File: src/rtl/alu_pkg.sv
// Opcodes, FSM states and helpers shared by the ALU sequencing stage.
package alu_pkg;

   localparam logic [2:0] OP_ADD = 3'b000;
   localparam logic [2:0] OP_SUB = 3'b001;
   localparam logic [2:0] OP_NOT = 3'b010;
   localparam logic [2:0] OP_AND = 3'b011;
   localparam logic [2:0] OP_OR  = 3'b100;
   localparam logic [2:0] OP_XOR = 3'b101;
   localparam logic [2:0] OP_LT  = 3'b110;
   localparam logic [2:0] OP_EQ  = 3'b111;

   typedef enum logic [1:0] {
      IDLE = 2'd0,
      EXEC = 2'd1,
      HOLD = 2'd2
   } state_t;

   // Comparisons produce a flag, not a value worth keeping in the accumulator.
   function automatic logic is_cmp_op(input logic [2:0] op);
      return (op == OP_LT) || (op == OP_EQ);
   endfunction

endpackage

File: src/rtl/alu_step_res_reg.sv
// Result capture/hold register: loads ALU outputs at EXEC and holds them until released downstream.
// Latency 1 cycle from capture; res_valid drops only on release. Macro ALU_STEP_STICKY_OVF_EN makes overflow sticky.
module alu_step_res_reg #(
   parameter int WIDTH = 4
) (
   input  logic             clk,
   input  logic             rst_n,
   input  logic             i_capture,
   input  logic             i_release,
   input  logic             i_clr,
   input  logic [WIDTH-1:0] i_alu_s,
   input  logic             i_alu_c,
   input  logic             i_alu_zero,
   input  logic             i_alu_ovf,
   output logic             o_res_valid,
   output logic [WIDTH-1:0] o_res_s,
   output logic             o_res_c,
   output logic             o_res_zero,
   output logic             o_res_ovf
);

   logic             r_valid;
   logic [WIDTH-1:0] r_s;
   logic             r_c;
   logic             r_zero;
   logic             r_ovf;
   logic             w_ovf_next;

`ifdef ALU_STEP_STICKY_OVF_EN
   // Accumulates overflow across operations until the accumulator is cleared.
   assign w_ovf_next = r_ovf | i_alu_ovf;
`else
   assign w_ovf_next = i_alu_ovf;
`endif

   always_ff @(posedge clk or negedge rst_n) begin
      if (!rst_n) begin
         r_valid <= 1'b0;
         r_s     <= '0;
         r_c     <= 1'b0;
         r_zero  <= 1'b0;
         r_ovf   <= 1'b0;
      end else begin
         if (i_capture) begin
            r_valid <= 1'b1;
            r_s     <= i_alu_s;
            r_c     <= i_alu_c;
            r_zero  <= i_alu_zero;
            r_ovf   <= w_ovf_next;
         end else if (i_release) begin
            r_valid <= 1'b0;
         end
`ifdef ALU_STEP_STICKY_OVF_EN
         if (i_clr) begin
            r_ovf <= 1'b0;
         end
`endif
      end
   end

`ifndef ALU_STEP_STICKY_OVF_EN
   // Clear only matters for the sticky flag.
   logic w_unused_clr;
   assign w_unused_clr = i_clr;
`endif

   assign o_res_valid = r_valid;
   assign o_res_s     = r_s;
   assign o_res_c     = r_c;
   assign o_res_zero  = r_zero;
   assign o_res_ovf   = r_ovf;

endmodule

File: src/rtl/alu_step_ctrl.sv
// Accumulator sequencer around a combinational ALU: registers operands, captures result, writes back acc.
// Latency: result valid 2 edges after accept; cmd_ready low from accept until the result handshake completes.
// Optional macro ALU_STEP_STICKY_OVF_EN makes res_ovf sticky until clear/reset.
module alu_step_ctrl
   import alu_pkg::*;
#(
   parameter int               WIDTH    = 4,
   parameter int               OP_W     = 3,
   parameter logic [WIDTH-1:0] ACC_INIT = '0
) (
   input  logic             clk,
   input  logic             rst_n,
   input  logic             cmd_valid,
   output logic             cmd_ready,
   input  logic [OP_W-1:0]  cmd_op,
   input  logic [WIDTH-1:0] cmd_imm,
   input  logic             cmd_use_imm_x,
   input  logic             cmd_clr,
   output logic [OP_W-1:0]  alu_op,
   output logic [WIDTH-1:0] alu_x,
   output logic [WIDTH-1:0] alu_y,
   input  logic [WIDTH-1:0] alu_s,
   input  logic             alu_c,
   input  logic             alu_zero,
   input  logic             alu_ovf,
   output logic             res_valid,
   input  logic             res_ready,
   output logic [WIDTH-1:0] res_s,
   output logic             res_c,
   output logic             res_zero,
   output logic             res_ovf,
   output logic [WIDTH-1:0] acc
);

   state_t           r_state;
   state_t           w_next;
   logic [OP_W-1:0]  r_alu_op;
   logic [WIDTH-1:0] r_alu_x;
   logic [WIDTH-1:0] r_alu_y;
   logic [WIDTH-1:0] r_acc;
   logic             w_accept;
   logic             w_clr;
   logic             w_start;
   logic             w_capture;
   logic             w_release;
   logic             w_res_valid;

   assign cmd_ready = (r_state == IDLE);
   assign w_accept  = cmd_valid && cmd_ready;
   assign w_clr     = w_accept && cmd_clr;
   assign w_start   = w_accept && !cmd_clr;
   assign w_capture = (r_state == EXEC);
   assign w_release = (r_state == HOLD) && res_ready;

   always_ff @(posedge clk or negedge rst_n) begin
      if (!rst_n) begin
         r_state <= IDLE;
      end else begin
         r_state <= w_next;
      end
   end

   always_comb begin
      w_next = r_state;
      case (r_state)
         IDLE:    if (w_start) w_next = EXEC;
         EXEC:    w_next = HOLD;
         HOLD:    if (res_ready) w_next = IDLE;
         default: w_next = IDLE;
      endcase
   end

   // Operands stay frozen through HOLD because new commands are only taken in IDLE.
   always_ff @(posedge clk or negedge rst_n) begin
      if (!rst_n) begin
         r_alu_op <= '0;
         r_alu_x  <= '0;
         r_alu_y  <= '0;
      end else if (w_start) begin
         r_alu_op <= cmd_op;
         r_alu_x  <= cmd_use_imm_x ? cmd_imm : r_acc;
         r_alu_y  <= cmd_use_imm_x ? r_acc   : cmd_imm;
      end
   end

   always_ff @(posedge clk or negedge rst_n) begin
      if (!rst_n) begin
         r_acc <= ACC_INIT;
      end else if (w_clr) begin
         r_acc <= ACC_INIT;
      end else if (w_capture && !is_cmp_op(r_alu_op)) begin
         r_acc <= alu_s;
      end
   end

   alu_step_res_reg #(
      .WIDTH (WIDTH)
   ) u_res_reg (
      .clk         (clk),
      .rst_n       (rst_n),
      .i_capture   (w_capture),
      .i_release   (w_release),
      .i_clr       (w_clr),
      .i_alu_s     (alu_s),
      .i_alu_c     (alu_c),
      .i_alu_zero  (alu_zero),
      .i_alu_ovf   (alu_ovf),
      .o_res_valid (w_res_valid),
      .o_res_s     (res_s),
      .o_res_c     (res_c),
      .o_res_zero  (res_zero),
      .o_res_ovf   (res_ovf)
   );

   assign res_valid = w_res_valid;
   assign alu_op    = r_alu_op;
   assign alu_x     = r_alu_x;
   assign alu_y     = r_alu_y;
   assign acc       = r_acc;

endmodule

File: config.mk
export PLATFORM = sky130hd
export DESIGN_NAME = alu_step_ctrl
export DESIGN_NICKNAME = d
export VERILOG_FILES = /design/src/rtl/alu_pkg.sv /design/src/rtl/alu_step_res_reg.sv /design/src/rtl/alu_step_ctrl.sv
export SDC_FILE = /design/constraint.sdc
export NUM_CORES = 1
export LEC_CHECK = 0
export CAP_MARGIN = 10
export CORE_MARGIN = 8
export CORE_UTILIZATION = 38
export DETAILED_ROUTE_END_ITERATION = 10
export HOLD_SLACK_MARGIN = 0.05
export PLACE_DENSITY = 0.75
export SKIP_CTS_REPAIR_TIMING = 1
export SYNTH_ARGS = -nofsm -noshare
export SYNTH_HDL_FRONTEND = slang
export SYNTH_HIERARCHICAL = 1
export SYNTH_SLANG_ARGS = --single-unit
File: constraint.sdc
create_clock -name clk -period 1.3 [get_ports clk]
set_input_delay 0.26 -clock clk [delete_from_list [all_inputs] [get_ports clk]]
set_output_delay 0.26 -clock clk [all_outputs]
set_load 0.005 [all_outputs]
### Word-level counts from Yosys, hierarchy flattened

Index checks and enable logic that the tools add are counted.

* bits in registers: 25
* output and inout bits: 24
* logic and storage cells: 37

* equal/unequal tests: 6
* multiplexer cells: 9
* reductions and logical operators: 12

Operators with widths (number)
* 2-to-1 mux 4 bit: 4
* == test 3 bit, second input constant: 2
* one-hot mux 2 bit (3 select lines): 1
* logical AND 1 bit: 5
* 2-to-1 mux 2 bit: 2
* nonzero test 2 bit: 2
* == test 2 x 1 -> 1 bit, second input constant: 1
* == test 2 bit, second input constant: 1
* zero test 1 bit: 2
* zero test 2 bit: 1
* 2-to-1 mux 1 bit: 2
* != test 2 x 1 -> 1 bit, second input constant: 1
* != test 2 bit, second input constant: 1
* AND reduction 2 bit: 1
* logical OR 1 bit: 1

### Logic depth before layout (Yosys ltp)

Gate-level depths: netlist of run 1.

* depth in word-level cells: 6
* depth in mapped cells: 4

### By module

The synthesis of run 1 kept the hierarchy.

By module, submodules not included
* alu_step_ctrl: times used 1, cells an instance 71, area an instance 754.5 µm², sequential area each 425.4 µm²
* alu_step_res_reg: times used 1, cells an instance 18, area an instance 329.1 µm², sequential area each 200.2 µm²

### Worst setup path after synthesis of run 1

Ideal clock, no wire load.

* path kind: flip-flop to flip-flop
* start: register r_state[0]
* end: register r_alu_op[0], in the netlist alu_op[0]
* library setup time: 0.127 ns
* arrival: 1.175 ns
* data required time: 1.173 ns
* setup slack: -0.002 ns
* cell stages (with the launch flop): 4
* path buffers: 1
* cells stage by stage: dfrtp_1 -> nor4b_2 -> buf_4 -> mux2_1

* word-level cells in the longest chain between the ends: 3

Ends and longest elaborated chain
* start, declared: line alu_step_ctrl.sv:35 `state_t r_state;`
* start signal, assigned: line alu_step_ctrl.sv:59 `r_state <= w_next;`
* zero test 2 bit: line alu_step_ctrl.sv:48 `assign cmd_ready = (r_state == IDLE);`
* logical AND 1 bit: line alu_step_ctrl.sv:49 `assign w_accept = cmd_valid && cmd_ready;`
* logical AND 1 bit: line alu_step_ctrl.sv:51 `assign w_start = w_accept && !cmd_clr;`
* end signal, assigned: line alu_step_ctrl.sv:80 `r_alu_op <= cmd_op;`
* end, declared: line alu_step_ctrl.sv:37 `logic [OP_W-1:0] r_alu_op;`

No other way between the ends.
A chain may end at the register's enable or synchronous reset.

### Final worst setup path of run 1

* start: register r_state[0]
* end: register r_alu_op[2], in the netlist alu_op[2]

The elaborated chain is that of the path after synthesis.

==> results of run 1 <==
-- layout make-up --
cell class              count  area (um^2)  area share, %
multi-input cells          56        425.4          23.89
clock buffers               3        22.52          1.265
repair buffers             61        646.9          36.33
flip-flops and latches     25        628.1          35.28
inverters                   3        11.26         0.6325
clock inverters             1        7.507         0.4216
well taps                  31        38.79          2.178
-- worst register-to-register path: stages (launching register included) --
cell and delay, ps:
dfrtp_2 460, nor4b_4 390, mux2_1 360
-- final timing paths --
path / start / end / slack [ps] / depth (start not counted)
hold reg to reg: alu_op[0]$_DFFE_PN0P_ / alu_op[0]$_DFFE_PN0P_ / 510 / 1
setup reg to reg: r_state[0]$_DFFE_PN0P_ / alu_op[2]$_DFFE_PN0P_ / -20 / 2
hold / removal: rst_n / u_res_reg/o_res_s[0]$_DFFE_PN0P_ / 270 / 2
max in group asynchronous: rst_n / r_state[0]$_DFFE_PN0P_ / 760 / 2
setup / recovery: r_state[0]$_DFFE_PN0P_ / alu_op[2]$_DFFE_PN0P_ / -20 / 2
min in group clk: alu_op[0]$_DFFE_PN0P_ / alu_op[0]$_DFFE_PN0P_ / 510 / 1
-- cell usage in the layout (no fill, tap or decap), types with 2 or more instances in the layout --
master	Yosys	routed
nand2b_1	2	2
mux2_1	3	3
nand3_1	4	4
nor2_1	10	9
a21oi_1	12	12
dfrtp_2	0	2
dfrtp_1	25	23
mux2i_1	8	8
clkdlybuf4s50_1	0	19
dlymetal6s2s_1	0	23
buf_12	0	2
inv_1	3	2
mux2_4	7	7
clkbuf_4	0	3
o21ai_0	5	5
buf_4	1	15
-- power by group --
part | total (mW) | switching, mW | internal [mW]
Clock | 0.346 | 0.229 | 0.118
Combinational | 1.08 | 0.351 | 0.726
Sequential | 1.14 | 0.142 | 1.00
Total | 2.56 | 0.721 | 1.84
-- registers in the layout, indices dropped and copies added, names as in the netlist --
register and flops:
acc 4, alu_x 4, alu_y 4, u_res_reg/o_res_s 4, alu_op 3, r_state 2
u_res_reg/o_res_c 1, u_res_reg/o_res_ovf 1, u_res_reg/o_res_valid 1, u_res_reg/o_res_zero 1
-- cell families after synthesis --
kind of cell / count (synthesis)
compound gates: 18
mux: 18
simple gates: 20
flops: 25
buf+inv: 8
-- per-layer routing --
metal	part of all wire, %	GRT usage [%]	routed length, um
met5	0	0	0
met1	42	11.72	1105
met3	8.3	4.721	219
met4	0.84	3.417	22
met2	49	16.29	1286
-- metrics by stage --
step | TNS (ps) | power, mW | instances | util, % | setup WS [ps]
3_5_place_dp | -3839 | 2.137 | 163 | 58.22 | -355.9
4_1_cts | -5336 | 2.507 | 167 | 59.31 | -410.5
6_report | -33.54 | 2.565 | 180 | 65.13 | -19.28
5_1_grt | -522.0 | 2.734 | 180 | 65.13 | -67.73
3_3_place_gp | -3486 | 2.116 | 163 | 58.22 | -308.1
2_1_floorplan | 0 | 1.501 | 89 | - | 12.59
==> results.cfg, run 1 <==
[yosys]
yosysWarningCount = 6
synth_compound_area_share_pct = 8.661
yosys.area_share.simple_pct = 9.353
synthFlopType = dfrtp_1
synth_common_cells = dfrtp_1 (25), a21oi_1 (12), nor2_1 (10), mux2i_1 (8), mux2_4 (7)
avgSynthCellArea_um2 = 12.17
synth_top_family_by_area = multiplexers
yosysTopAreaCellShare_pct = 57.74
synth_area_mm2 = 0.001084
synth_area_leaders = dfrtp_1 (58%), mux2_4 (9.7%), mux2i_1 (7.4%)
yosysMostFrequentCell = dfrtp_1
synth_top_cell_by_area = dfrtp_1
async_flop_share_pct = 100.0
syn-instance-count = 89
synth.distinct_cells = 20
synth_nets = 109
synthMuxAreaShare_pct = 20.21
yosys.area_share.adder_pct = 0
ys_seq_area_share_pct = 57.74
ys_ff_latch = 25
synth_edf_count = 0
synthXorXnorAreaFrac_pct = 0

[run_status]
violations = setup timing
status = complete, but fails checks

[grt]
overflow = 0
grt_usage_pct = 10.21
grt_pass1_wl_um = 4202
antenna_found_initial = 0
grt_max_degree = 26
grt_pass1_vias = 933

[placement]
postPlaceCellArea_mm2 = 0.001592
gp_congestion = 0.6994
post-dp-hpwl_um = 1925
io_buffers = 43

[detailed_routing]
dr.pass1.iters = 4
routedWlPerCell_um = 14.63
drc = 0
routed-via-count = 871
drt_iter0_drc = 4
via_per_inst = 4.839
routed_wl_um = 2634
drtAntennaViolNets = 0

[cells_and_area]
antenna_cells = 0
drive_gt1_share_pct = 24.16
final_nets = 170
nFillCells = 211
postLayoutCellArea_mm2 = 0.001780
synthToLayoutAreaGrowth_pct = 64.32

[sta]
worst_pin_slew_ps = 350.6
min_period_over_period_pct = 101.5
finalCriticalPeriod_ps = 1319
slew_headroom_pct = 76.53
worst_slack_ps = -19.28
holdWs_ps = 270.4
hold_viol = 0
fmax_mhz = 758.0
finalSetupViolCount = 3
drv_slew = 0
finClkSkew_ps = 12.25
rsz0062_at_grt = yes

[critical_path]
path_max_fanout = 4
cp.required_ps = 1510
worstSetupStartpointType = register
end_kind = register
arrival_ps = 1530
crit_buf_inv = 0
path_delay_family = flip-flops
worst_path_max_delay_cell = dfrtp_2
path_cells = nor4b_4, mux2_1
path_class = register to register
cp_slowest_stage_delay_ps = 460

[hold_path]
min-delay-path-class = primary input to async pin

[flow_run]
max_cap_viol_count = 0

[power]
power.leakage_nw = 0.9901
ir_worst_vdd_uv = 1129
powerDensity_mw_per_mm2 = 1440

[die]
die_area_mm2 = 0.004816
start_util_pct = 39.63
dieHeight_um = 69.40
rows = 19
die_w_um = 69.40
fp.coreArea_mm2 = 0.002734
io_pins = 44

[cts]
htreeDepth = 1
clockBufferDepth = 2
worstSkewPairLatency_ps = 320
cts.sinks = 25
clk_pin_slew_worst_paths_ps = 140
numCtsBuffers = 3
root_buffer = clkbuf_4
cts_tree = yes
Power figures use the tool's default switching activity.
==> run 2, diff against run 1 <==
--- a/config.mk
+++ b/config.mk
@@ -9,7 +9,6 @@
 export CORE_MARGIN = 8
 export CORE_UTILIZATION = 38
 export DETAILED_ROUTE_END_ITERATION = 10
-export HOLD_SLACK_MARGIN = 0.05
 export PLACE_DENSITY = 0.75
 export SKIP_CTS_REPAIR_TIMING = 1
 export SYNTH_ARGS = -nofsm -noshare
==> results of run 2 <==
The final DEF is identical to that of run 1; final timing and power are the same.
==> run 3, diff against run 2 <==
--- a/config.mk
+++ b/config.mk
@@ -5,6 +5,7 @@
 export SDC_FILE = /design/constraint.sdc
 export NUM_CORES = 1
 export LEC_CHECK = 0
+export ABC_CLOCK_PERIOD_IN_PS = 1300
 export CAP_MARGIN = 10
 export CORE_MARGIN = 8
 export CORE_UTILIZATION = 38
==> results of run 3 <==
The final DEF is identical to that of run 1; final timing and power are the same.
